File: src/rtl/watch_time_counter.sv
// Time-of-day counter (binary h:m:s, 24-hour style) driven by the clk_seconds square wave.
// Define WATCH_ALARM_EN to add the hour/minute alarm compare and its ports.
module watch_time_counter #(
    parameter int HOURS_MAX = 23
) (
    input  logic       clk,
    input  logic       reset,
    input  logic       clk_seconds,
    input  logic       set_valid,
    output logic       set_ready,
    input  logic [4:0] set_hours,
    input  logic [5:0] set_minutes,
    input  logic [5:0] set_seconds,
    output logic       set_err,
    output logic [4:0] hours,
    output logic [5:0] minutes,
    output logic [5:0] seconds,
    output logic       min_tick,
    output logic       day_tick
`ifdef WATCH_ALARM_EN
    ,
    input  logic [4:0] alarm_hours,
    input  logic [5:0] alarm_minutes,
    output logic       alarm
`endif
);

    typedef enum logic {
        RUN  = 1'b0,
        LOAD = 1'b1
    } state_t;

    localparam logic [4:0] HOURS_LAST  = 5'(HOURS_MAX);
    localparam logic [5:0] MINSEC_LAST = 6'd59;

    state_t     state;
    logic       sec_q;
    logic       tick_q;
    logic       sec_tick;
    logic       handshake;
    logic       set_in_range;
    logic [4:0] hold_hours;
    logic [5:0] hold_minutes;
    logic [5:0] hold_seconds;

    logic       sec_wrap;
    logic       min_wrap;
    logic       hour_wrap;
    logic       day_wrap;
    logic [4:0] next_hours;
    logic [5:0] next_minutes;
    logic [5:0] next_seconds;

    assign sec_tick     = clk_seconds & ~sec_q;
    assign handshake    = set_valid & set_ready;
    assign set_in_range = (set_hours <= HOURS_LAST) &&
                          (set_minutes <= MINSEC_LAST) &&
                          (set_seconds <= MINSEC_LAST);

    // Terminal compares use >= so a corrupted out-of-range value snaps back to 0.
    always_comb begin
        sec_wrap     = (seconds >= MINSEC_LAST);
        min_wrap     = (minutes >= MINSEC_LAST);
        hour_wrap    = (hours >= HOURS_LAST);
        day_wrap     = sec_wrap & min_wrap & hour_wrap;
        next_seconds = sec_wrap ? 6'd0 : seconds + 6'd1;
        next_minutes = (minutes > MINSEC_LAST) ? 6'd0 : minutes;
        next_hours   = (hours > HOURS_LAST) ? 5'd0 : hours;
        if (sec_wrap) begin
            next_minutes = min_wrap ? 6'd0 : minutes + 6'd1;
            if (min_wrap) begin
                next_hours = hour_wrap ? 5'd0 : hours + 5'd1;
            end
        end
    end

`ifdef WATCH_ALARM_EN
    logic alarm_hit;
    assign alarm_hit = (next_hours == alarm_hours) &&
                       (next_minutes == alarm_minutes) &&
                       (next_seconds == 6'd0);
`endif

    // The detected edge is pipelined once; ticks seen in the handshake or LOAD
    // cycle are dropped here so the loaded time is never bumped afterwards.
    always_ff @(posedge clk or posedge reset) begin
        if (reset) begin
            state        <= RUN;
            sec_q        <= 1'b0;
            tick_q       <= 1'b0;
            set_ready    <= 1'b1;
            set_err      <= 1'b0;
            hours        <= 5'd0;
            minutes      <= 6'd0;
            seconds      <= 6'd0;
            min_tick     <= 1'b0;
            day_tick     <= 1'b0;
            hold_hours   <= 5'd0;
            hold_minutes <= 6'd0;
            hold_seconds <= 6'd0;
`ifdef WATCH_ALARM_EN
            alarm        <= 1'b0;
`endif
        end else begin
            sec_q    <= clk_seconds;
            tick_q   <= sec_tick & (state == RUN) & ~handshake;
            min_tick <= 1'b0;
            day_tick <= 1'b0;
`ifdef WATCH_ALARM_EN
            alarm    <= 1'b0;
`endif
            case (state)
                RUN: begin
                    if (handshake) begin
                        hold_hours   <= set_hours;
                        hold_minutes <= set_minutes;
                        hold_seconds <= set_seconds;
                        set_err      <= ~set_in_range;
                        set_ready    <= 1'b0;
                        state        <= LOAD;
                    end else if (tick_q) begin
                        hours    <= next_hours;
                        minutes  <= next_minutes;
                        seconds  <= next_seconds;
                        min_tick <= sec_wrap;
                        day_tick <= day_wrap;
`ifdef WATCH_ALARM_EN
                        alarm    <= alarm_hit;
`endif
                    end
                end
                LOAD: begin
                    // set_err already holds the range verdict taken at capture.
                    if (!set_err) begin
                        hours   <= hold_hours;
                        minutes <= hold_minutes;
                        seconds <= hold_seconds;
                    end
                    set_err   <= 1'b0;
                    set_ready <= 1'b1;
                    state     <= RUN;
                end
                default: begin
                    set_err   <= 1'b0;
                    set_ready <= 1'b1;
                    state     <= RUN;
                end
            endcase
        end
    end

endmodule

File: config.mk
export PLATFORM = sky130hd
export DESIGN_NAME = watch_time_counter
export DESIGN_NICKNAME = d
export VERILOG_FILES = /design/src/rtl/watch_time_counter.sv
export SDC_FILE = /design/constraint.sdc
export NUM_CORES = 1
export LEC_CHECK = 0
export ABC_AREA = 1
export BUFFER_PORTS_ARGS = -buffer_cell sky130_fd_sc_hd__buf_2
export CAP_MARGIN = 20
export CORE_MARGIN = 4
export CORE_UTILIZATION = 54
export DETAILED_ROUTE_END_ITERATION = 8
export GPL_ROUTABILITY_DRIVEN = 0
export GPL_TIMING_DRIVEN = 0
export HOLD_SLACK_MARGIN = 0.15
export PLACE_DENSITY = 0.76
export RECOVER_POWER = 100
export SLEW_MARGIN = 20
export SYNTH_ARGS = -nofsm -noshare
export SYNTH_HDL_FRONTEND = slang
export SYNTH_SLANG_ARGS = --single-unit
File: constraint.sdc
create_clock -name clk -period 1.8 [get_ports clk]
set_input_delay 0 -clock clk [delete_from_list [all_inputs] [get_ports clk]]
set_output_delay 0 -clock clk [all_outputs]
set_load 0.02 [all_outputs]
* Word level (Yosys, flattened, before mapping)
Cells that the tools add are included.
Operators by class: add/subtract/negate cells 3, order comparisons 8, equality and inequality tests 5, multiplexer cells 32, bitwise logic cells 10, reductions and logical operators 5
Operator list (count):
- $mux W6 | 10
- $mux W5 | 7
- $pmux W6 S2 | 2
- $add A6 B1 Y6 const B | 2
- $ge A6 B6 Y1 const B | 2
- $le A6 B6 Y1 const B | 2
- $pmux W5 S2 | 1
- $mux W1 | 9
- $ne A2 B2 Y1 const B | 4
- $and A1 B1 Y1 | 6
- $gt A6 B6 Y1 const B | 1
- $pmux W1 S2 | 3
- $add A5 B1 Y5 const B | 1
- $ge A5 B5 Y1 const B | 1
- $gt A5 B5 Y1 const B | 1
- $le A5 B5 Y1 const B | 1
- $not A1 Y1 | 4
- $reduce_and A4 Y1 | 1
- $ne A3 B3 Y1 const B | 1
- $reduce_and A3 Y1 | 1
- $logic_and A1 B1 Y1 | 2
- $reduce_and A2 Y1 | 1
Word-level totals: flip-flop bits (word level) 41, input port bits 21, output and inout port bits 21, logic and storage cells 76

* Depth between registers and ports, before layout
Gate-level depths: netlist (run 1).
depth after elaboration 7, gate-level depth with buffers 11, depth with buffers taken out 11

* Worst setup path before layout (run 1)
OpenSTA, ideal clock, no wires.
path kind register -> register, from register seconds[0], to register minutes[2], library setup time 123 ps, arrival 1471 ps, data required time 1677 ps, path slack 206 ps, cell stages (with the launch flop) 10, path buffers 0, period minus slack after synthesis 1594 ps, path through dfrtp_1 > ha_1 > nor2_2 > nor2_4 > nor2_4 > nand2_1 > nand2_4 > clkinv_4 > nor2_1 > a21oi_2
Between the ends: cells in the longest elaborated chain, start to end 5, elaborated cells on any way between the ends 7, classes of those cells order compare: 1; eq/ne: 1; mux: 4; reduce/logical: 1
Ends and longest elaborated chain:
- start, declared | RTL line 17 | output logic [5:0] seconds,
- start signal, assigned | RTL line 124 | seconds <= next_seconds;
- start signal, assigned | RTL line 137 | seconds <= hold_seconds;
- $ge A6 B6 Y1 (*) | RTL line 62 | sec_wrap = (seconds >= MINSEC_LAST);
- $mux W6 | RTL line 69 | if (sec_wrap) begin
- $mux W6 | RTL line 121 | end else if (tick_q) begin
- $mux W6 | RTL line 114 | if (handshake) begin
- $pmux W6 S2 | RTL line 112 | case (state)
- end signal, assigned | RTL line 123 | minutes <= next_minutes;
- end signal, assigned | RTL line 136 | minutes <= hold_minutes;
- end, declared | RTL line 16 | output logic [5:0] minutes,
Every way passes the cells marked *; elsewhere a longest branch is shown, timed or not. The select of a mux whose other input is x is not followed. A chain may end at the register's enable or synchronous reset.

* Final worst setup path (run 1)
from register set_ready, to register minutes[1]
Between the ends: cells in the longest elaborated chain, start to end 3
Ends and longest elaborated chain:
- start, declared | RTL line 10 | output logic set_ready,
- start signal, assigned | RTL line 91 | set_ready <= 1'b1;
- start signal, assigned | RTL line 119 | set_ready <= 1'b0;
- start signal, assigned | RTL line 140 | set_ready <= 1'b1;
- $and A1 B1 Y1 | RTL line 55 | assign handshake = set_valid & set_ready;
- $ne A2 B2 Y1 (no source line)
- $reduce_and A4 Y1 (no source line)
No other way between the ends.

==> flow_metrics.env, run 1 <==
export IMPL_h_tree_depth=2
export IMPL_r2r_end="minutes[1]$_DFFE_PP0P_"
export IMPL_maxUsedRoutingLayer="met4"
export IMPL_met3WireLength_um=280
export IMPL_period_share=0.915
export IMPL_dr_first_iter_drc_count=138
export IMPL_antenna_found_initial=0
export IMPL_powerDensity_nw_per_um2=1660
export IMPL_syn_inst=268
export IMPL_critPathRequiredTime_ps=1980
export IMPL_synth_seq_cells=41
export IMPL_fin_area_um2=2670
export IMPL_cts_reportedPaths_clkPinSlew_ps=80
export IMPL_std_cell_rows=22
export IMPL_fin_crit_ps=1650
export IMPL_ys_warn_count=0
export IMPL_cts_buffers=5
export IMPL_synth_avg_cell_area_um2=7.85
export IMPL_grt_pass1_vias=1990
export IMPL_tightestPinTransition_ps=530
export IMPL_outcome="complete, no violations"
export IMPL_reg2reg_from="set_ready$_DFFE_PP1P_"
export IMPL_dp_cells=358
export IMPL_path_max_fanout=10
export IMPL_drc=0
export IMPL_hold_violations=0
export IMPL_end_kind="flop"
export IMPL_wl_met1_um=2230
export IMPL_finalClockSkew_ps=9.25
export IMPL_clock_sinks=41
export IMPL_hp_start="clk_seconds"
export IMPL_wl_um=5050
export IMPL_final_common_cell="nand2_1"
export IMPL_placed_area_um2=2390
export IMPL_setup_violations=0
export IMPL_die_w_um=70.4
export IMPL_drive_above_1_share=0.145
export IMPL_initial_core_util=0.566
export IMPL_ant_nets=0
export IMPL_numPortBuffers=41
export IMPL_antennaDiodeCount=0
export IMPL_vias_per_cell=4.97
export IMPL_timing_hold_ws_ps=384
export IMPL_fin_nets=362
export IMPL_clock_fmax_mhz=607
export IMPL_core_area_um2=3720
export IMPL_grt_pass1_wl_um=8860
export IMPL_syn_nets=292
export IMPL_r2r_cells=8
export IMPL_ys_seq_area_frac=0.488
export IMPL_slew_headroom=0.647
export IMPL_worstSetupPathType="reg -> reg"
export IMPL_synth_edf_count=0
export IMPL_hold_path_class="in -> reg"
export IMPL_slew_violations=0
export IMPL_power_total_mw=4.43
export IMPL_clockBufferDepth=2
export IMPL_cts_tree="built"
export IMPL_dr_wl_met2_um=2480
export IMPL_drt_first_pass_iters=4
export IMPL_mostFrequentLayoutCells="109 x nand2_1, 39 x dfrtp_1, 25 x clkbuf_1, 21 x buf_2, 21 x dlygate4sd3_1"
export IMPL_die_h_um=70.4
export IMPL_worstPathArrival_ps=1830
export IMPL_fin_cells=387
export IMPL_hold_depth=2
export IMPL_cellLeakagePower_nw=1.39
export IMPL_ioPinCount=42
export IMPL_syn_area_um2=2100
export IMPL_dr_total_vias=1922
export IMPL_area_delta_synth_final_pct=26.9
export IMPL_rsz0062_at_grt="false"
export IMPL_ir_worst_vdd_mv=0.717
export IMPL_overflow=0
export IMPL_dp_hpwl_um=3500
export IMPL_wire_per_inst_um=13.1
export IMPL_ys_flop_type="dfrtp_1"
export IMPL_grt_max_degree=36
export IMPL_die_area_um2=4960
export IMPL_min_to="sec_q$_DFF_PP0_"
export IMPL_clk_latency_ps=300
export IMPL_r2r_slack_ps=150
export IMPL_crit_path_start_kind="flop"
export IMPL_drv_cap=0
export IMPL_synthArstFlopShare=1.00
export IMPL_fin_setup_tns_ps=0
export IMPL_ys_types=32
export IMPL_grt_usage=0.225
export IMPL_cts_root_buf="clkbuf_8"
## state kept, by name (all words and copies together) (netlist names)
| name | cells |
|---|---|
| state | 1 |
| day_tick | 1 |
| set_err | 1 |
| hold_hours | 5 |
| hold_seconds | 6 |
| seconds | 6 |
| sec_q | 1 |
| tick_q | 1 |
| set_ready | 1 |
| min_tick | 1 |
| hold_minutes | 6 |
| minutes | 6 |
| hours | 5 |
## synth_stat cells, drive strengths merged (3+ instances only)
cell / count / share of area
o21ai: 10 / 0.029
nand2: 111 / 0.20
inv: 21 / 0.039
a21oi: 20 / 0.055
ha: 3 / 0.018
nand3: 14 / 0.036
nor2: 23 / 0.052
dfrtp: 40 / 0.48
nand4: 5 / 0.015
buf: 7 / 0.023
## cells by family (layout without fill, tap and decap cells)
group / Yosys count / after routing / synth area share
AND/OR/NAND/NOR: 157 / 157 / 0.318
flip-flops: 41 / 41 / 0.488
AO/OA/AOI/OAI: 33 / 33 / 0.0945
buffers and inverters: 31 / 102 / 0.0690
adder cells (fa/ha/maj): 3 / 3 / 0.0178
XOR/XNOR: 3 / 3 / 0.0125
## critical path: stages, from the launching register on
cell	delay, ps
dfstp_1	580
a21oi_2	100
nand2_1	140
o21ai_0	170
buf_6	190
nand2_4	110
inv_2	70
nor2_1	120
a21oi_2	40
## how the worst max path moves through the flow
stage / slack [ps] / cells after the start / start / endpoint
global placement: 160 / 9 / seconds[0]$_DFFE_PP0P_ / minutes[1]$_DFFE_PP0P_
finish: 150 / 8 / set_ready$_DFFE_PP1P_ / minutes[1]$_DFFE_PP0P_
global route: 20 / 7 / set_ready$_DFFE_PP1P_ / minutes[3]$_DFFE_PP0P_
CTS: 120 / 9 / seconds[0]$_DFFE_PP0P_ / minutes[1]$_DFFE_PP0P_
detailed placement: 130 / 9 / seconds[0]$_DFFE_PP0P_ / minutes[1]$_DFFE_PP0P_
floorplan: 210 / 9 / seconds[0]$_DFFE_PP0P_ / minutes[2]$_DFFE_PP0P_
## timing repair
item	4_1_cts	5_1_grt
resized for setup	0	1
endpoints found under the hold margin	63	0
hold buffers	21	0
setup buffers	0	0
setup endpoints to repair	0	1
## through the flow
stage / setup slack [ps] / util
floorplan: 206 / -
global placement: 163 / 0.638
detailed placement: 131 / 0.643
CTS: 120 / 0.736
global route: 20.5 / 0.719
finish: 154 / 0.719
## power by group
group	internal, mW	switching [mW]	leakage, nW
Combinational	0.638	1.20	0.817
Sequential	1.33	0.384	0.507
Clock	0.551	0.328	0.0681
## final cells by class
cell class	instances	area (um2)
clock buffers	5	68.8
multi-input cells	196	916
clock inverters	3	65.1
inverters	23	88.8
well taps	48	60.1
plain buffers	8	47.5
fillers	331	1040
repair buffers	63	397
flip-flops and latches	41	1030
## layer usage
| metal | vias up | track usage |
|---|---|---|
| li1 | 988 | - |
| met1 | 876 | 0.282 |
| met2 | 50 | 0.379 |
| met3 | 8 | 0.0532 |
| met4 | 0 | 0.0745 |
| met5 | - | 0 |
No activity file was read; power rests on OpenSTA's default activity.
==> run 2: changes to the inputs <==
Settings changed: CORE_UTILIZATION 54 to 40, PLACE_DENSITY 0.76 to 0.58.
==> flow_metrics.env, run 2 (synthesis gave the netlist of run 1 again) <==
export IMPL_grt_max_degree=27
export IMPL_reg2reg_from="set_ready$_DFFE_PP1P_"
export IMPL_cts_root_buf="clkbuf_8"
export IMPL_end_kind="flop"
export IMPL_worst_slack_ps=126
export IMPL_wl_um=5020
export IMPL_hold_violations=0
export IMPL_powerDensity_nw_per_um2=1610
export IMPL_grt_usage=0.164
export IMPL_critPathRequiredTime_ps=1980
export IMPL_antennaDiodeCount=0
export IMPL_h_tree_depth=2
export IMPL_cellLeakagePower_nw=1.38
export IMPL_wire_per_inst_um=12.3
export IMPL_drc=0
export IMPL_clock_sinks=41
export IMPL_worstPathArrival_ps=1850
export IMPL_fin_crit_ps=1670
export IMPL_worstSetupPathType="reg -> reg"
export IMPL_ant_nets=0
export IMPL_period_share=0.930
export IMPL_rsz0062_at_grt="false"
export IMPL_numPortBuffers=41
export IMPL_dr_first_iter_drc_count=100
export IMPL_r2r_cells=7
export IMPL_fillers=551
export IMPL_area_delta_synth_final_pct=27.0
export IMPL_mostFrequentLayoutCells="109 x nand2_1, 40 x dfrtp_1, 28 x clkbuf_1, 20 x dlygate4sd3_1"
export IMPL_setup_violations=0
export IMPL_slew_violations=0
export IMPL_die_h_um=80.5
export IMPL_pre_cts_slack_ps=138
export IMPL_dr_total_vias=1884
export IMPL_drive_above_1_share=0.130
export IMPL_finalClockSkew_ps=3.69
export IMPL_overflow=0
export IMPL_drt_first_pass_iters=6
export IMPL_cts_reportedPaths_clkPinSlew_ps=80
export IMPL_die_w_um=80.5
export IMPL_ir_worst_vdd_mv=0.630
export IMPL_final_common_cell="nand2_1"
export IMPL_grt_pass1_wl_um=8180
export IMPL_multi_input_area_um2=923
export IMPL_cts_buffers=5
export IMPL_path_max_fanout=10
export IMPL_cts_tree="built"
export IMPL_ff_latch_area_um2=1030
export IMPL_fin_setup_tns_ps=0
export IMPL_cts_resized=0
export IMPL_r2r_end="minutes[2]$_DFFE_PP0P_"
export IMPL_hold_path_class="in -> async"
export IMPL_vias_per_cell=4.62
export IMPL_dp_cells=380
export IMPL_dp_hpwl_um=3590
export IMPL_die_area_um2=6490
export IMPL_tightestPinTransition_ps=653
export IMPL_drv_cap=0
export IMPL_antenna_found_initial=0
export IMPL_fin_nets=361
export IMPL_clk_latency_ps=290
export IMPL_crit_path_start_kind="flop"
export IMPL_ioPinCount=42
export IMPL_r2r_slack_ps=130
export IMPL_std_cell_rows=26
export IMPL_outcome="complete, no violations"
export IMPL_clock_fmax_mhz=598
export IMPL_initial_core_util=0.412
export IMPL_power_total_mw=4.30
export IMPL_core_area_um2=5110
export IMPL_grt_pass1_vias=1773
export IMPL_fin_cells=408
export IMPL_clockBufferDepth=2
export IMPL_slew_headroom=0.565
[run 2: changes by cell type in the layout (fill, tap and decap cells not counted), sizes merged]
cell,before,now
clkbuf,32,36
clkinv,2,1
bufinv,2,1
buf,23,21
dlygate4sd3,21,20
[run 2: what timing repair did]
action / in CTS / in global routing
buffers inserted: 0 / 0
endpoints found under the hold margin: 61 / 0
hold buffers: 20 / 0
[run 2: layout make-up]
class / count / area share
flip-flops and latches: 41 / 0.384
clock inverters: 1 / 0.0112
clock buffers: 7 / 0.0323
plain buffers: 8 / 0.0173
inverters: 23 / 0.0332
multi-input cells: 196 / 0.346
repair buffers: 62 / 0.143
well taps: 70 / 0.0328
[run 2: critical path, cell delays in order, from the launching register on]
cell and delay [ps]:
dfstp_1 410, a21oi_1 300, nand2_1 230, o21ai_4 110, buf_6 170, nand2_4 90
a21oi_1 180, a21oi_2 70
[run 2: stage by stage]
stage,hold WS [ps],instance area [um2],utilization
finish,319,2670,0.523
global placement,124,2400,0.469
floorplan,31.4,2100,-
detailed placement,-1.64,2420,0.473
global route,398,2670,0.523
CTS,223,2730,0.535
[run 2: how the worst max path moves through the flow]
stage	from	endpoint
finish	set_ready$_DFFE_PP1P_	minutes[2]$_DFFE_PP0P_
floorplan	seconds[0]$_DFFE_PP0P_	minutes[2]$_DFFE_PP0P_
detailed placement	seconds[0]$_DFFE_PP0P_	minutes[3]$_DFFE_PP0P_
CTS	seconds[0]$_DFFE_PP0P_	minutes[3]$_DFFE_PP0P_
global route	set_ready$_DFFE_PP1P_	hours[3]$_DFFE_PP0P_
global placement	seconds[0]$_DFFE_PP0P_	minutes[1]$_DFFE_PP0P_
[run 2: routing by layer]
metal  track usage  vias to the layer above  routed length, um
li1              -                      990                  -
met1         0.216                      844               2390
met2         0.272                       43               2330
met3        0.0336                        7                235
met4        0.0490                        0                 70
met5             0                        -                  0
[run 2: power by group]
group	switching [mW]	internal, mW
sequential	0.381	1.33
combinational	1.19	0.636
clock	0.314	0.452
total	1.88	2.42
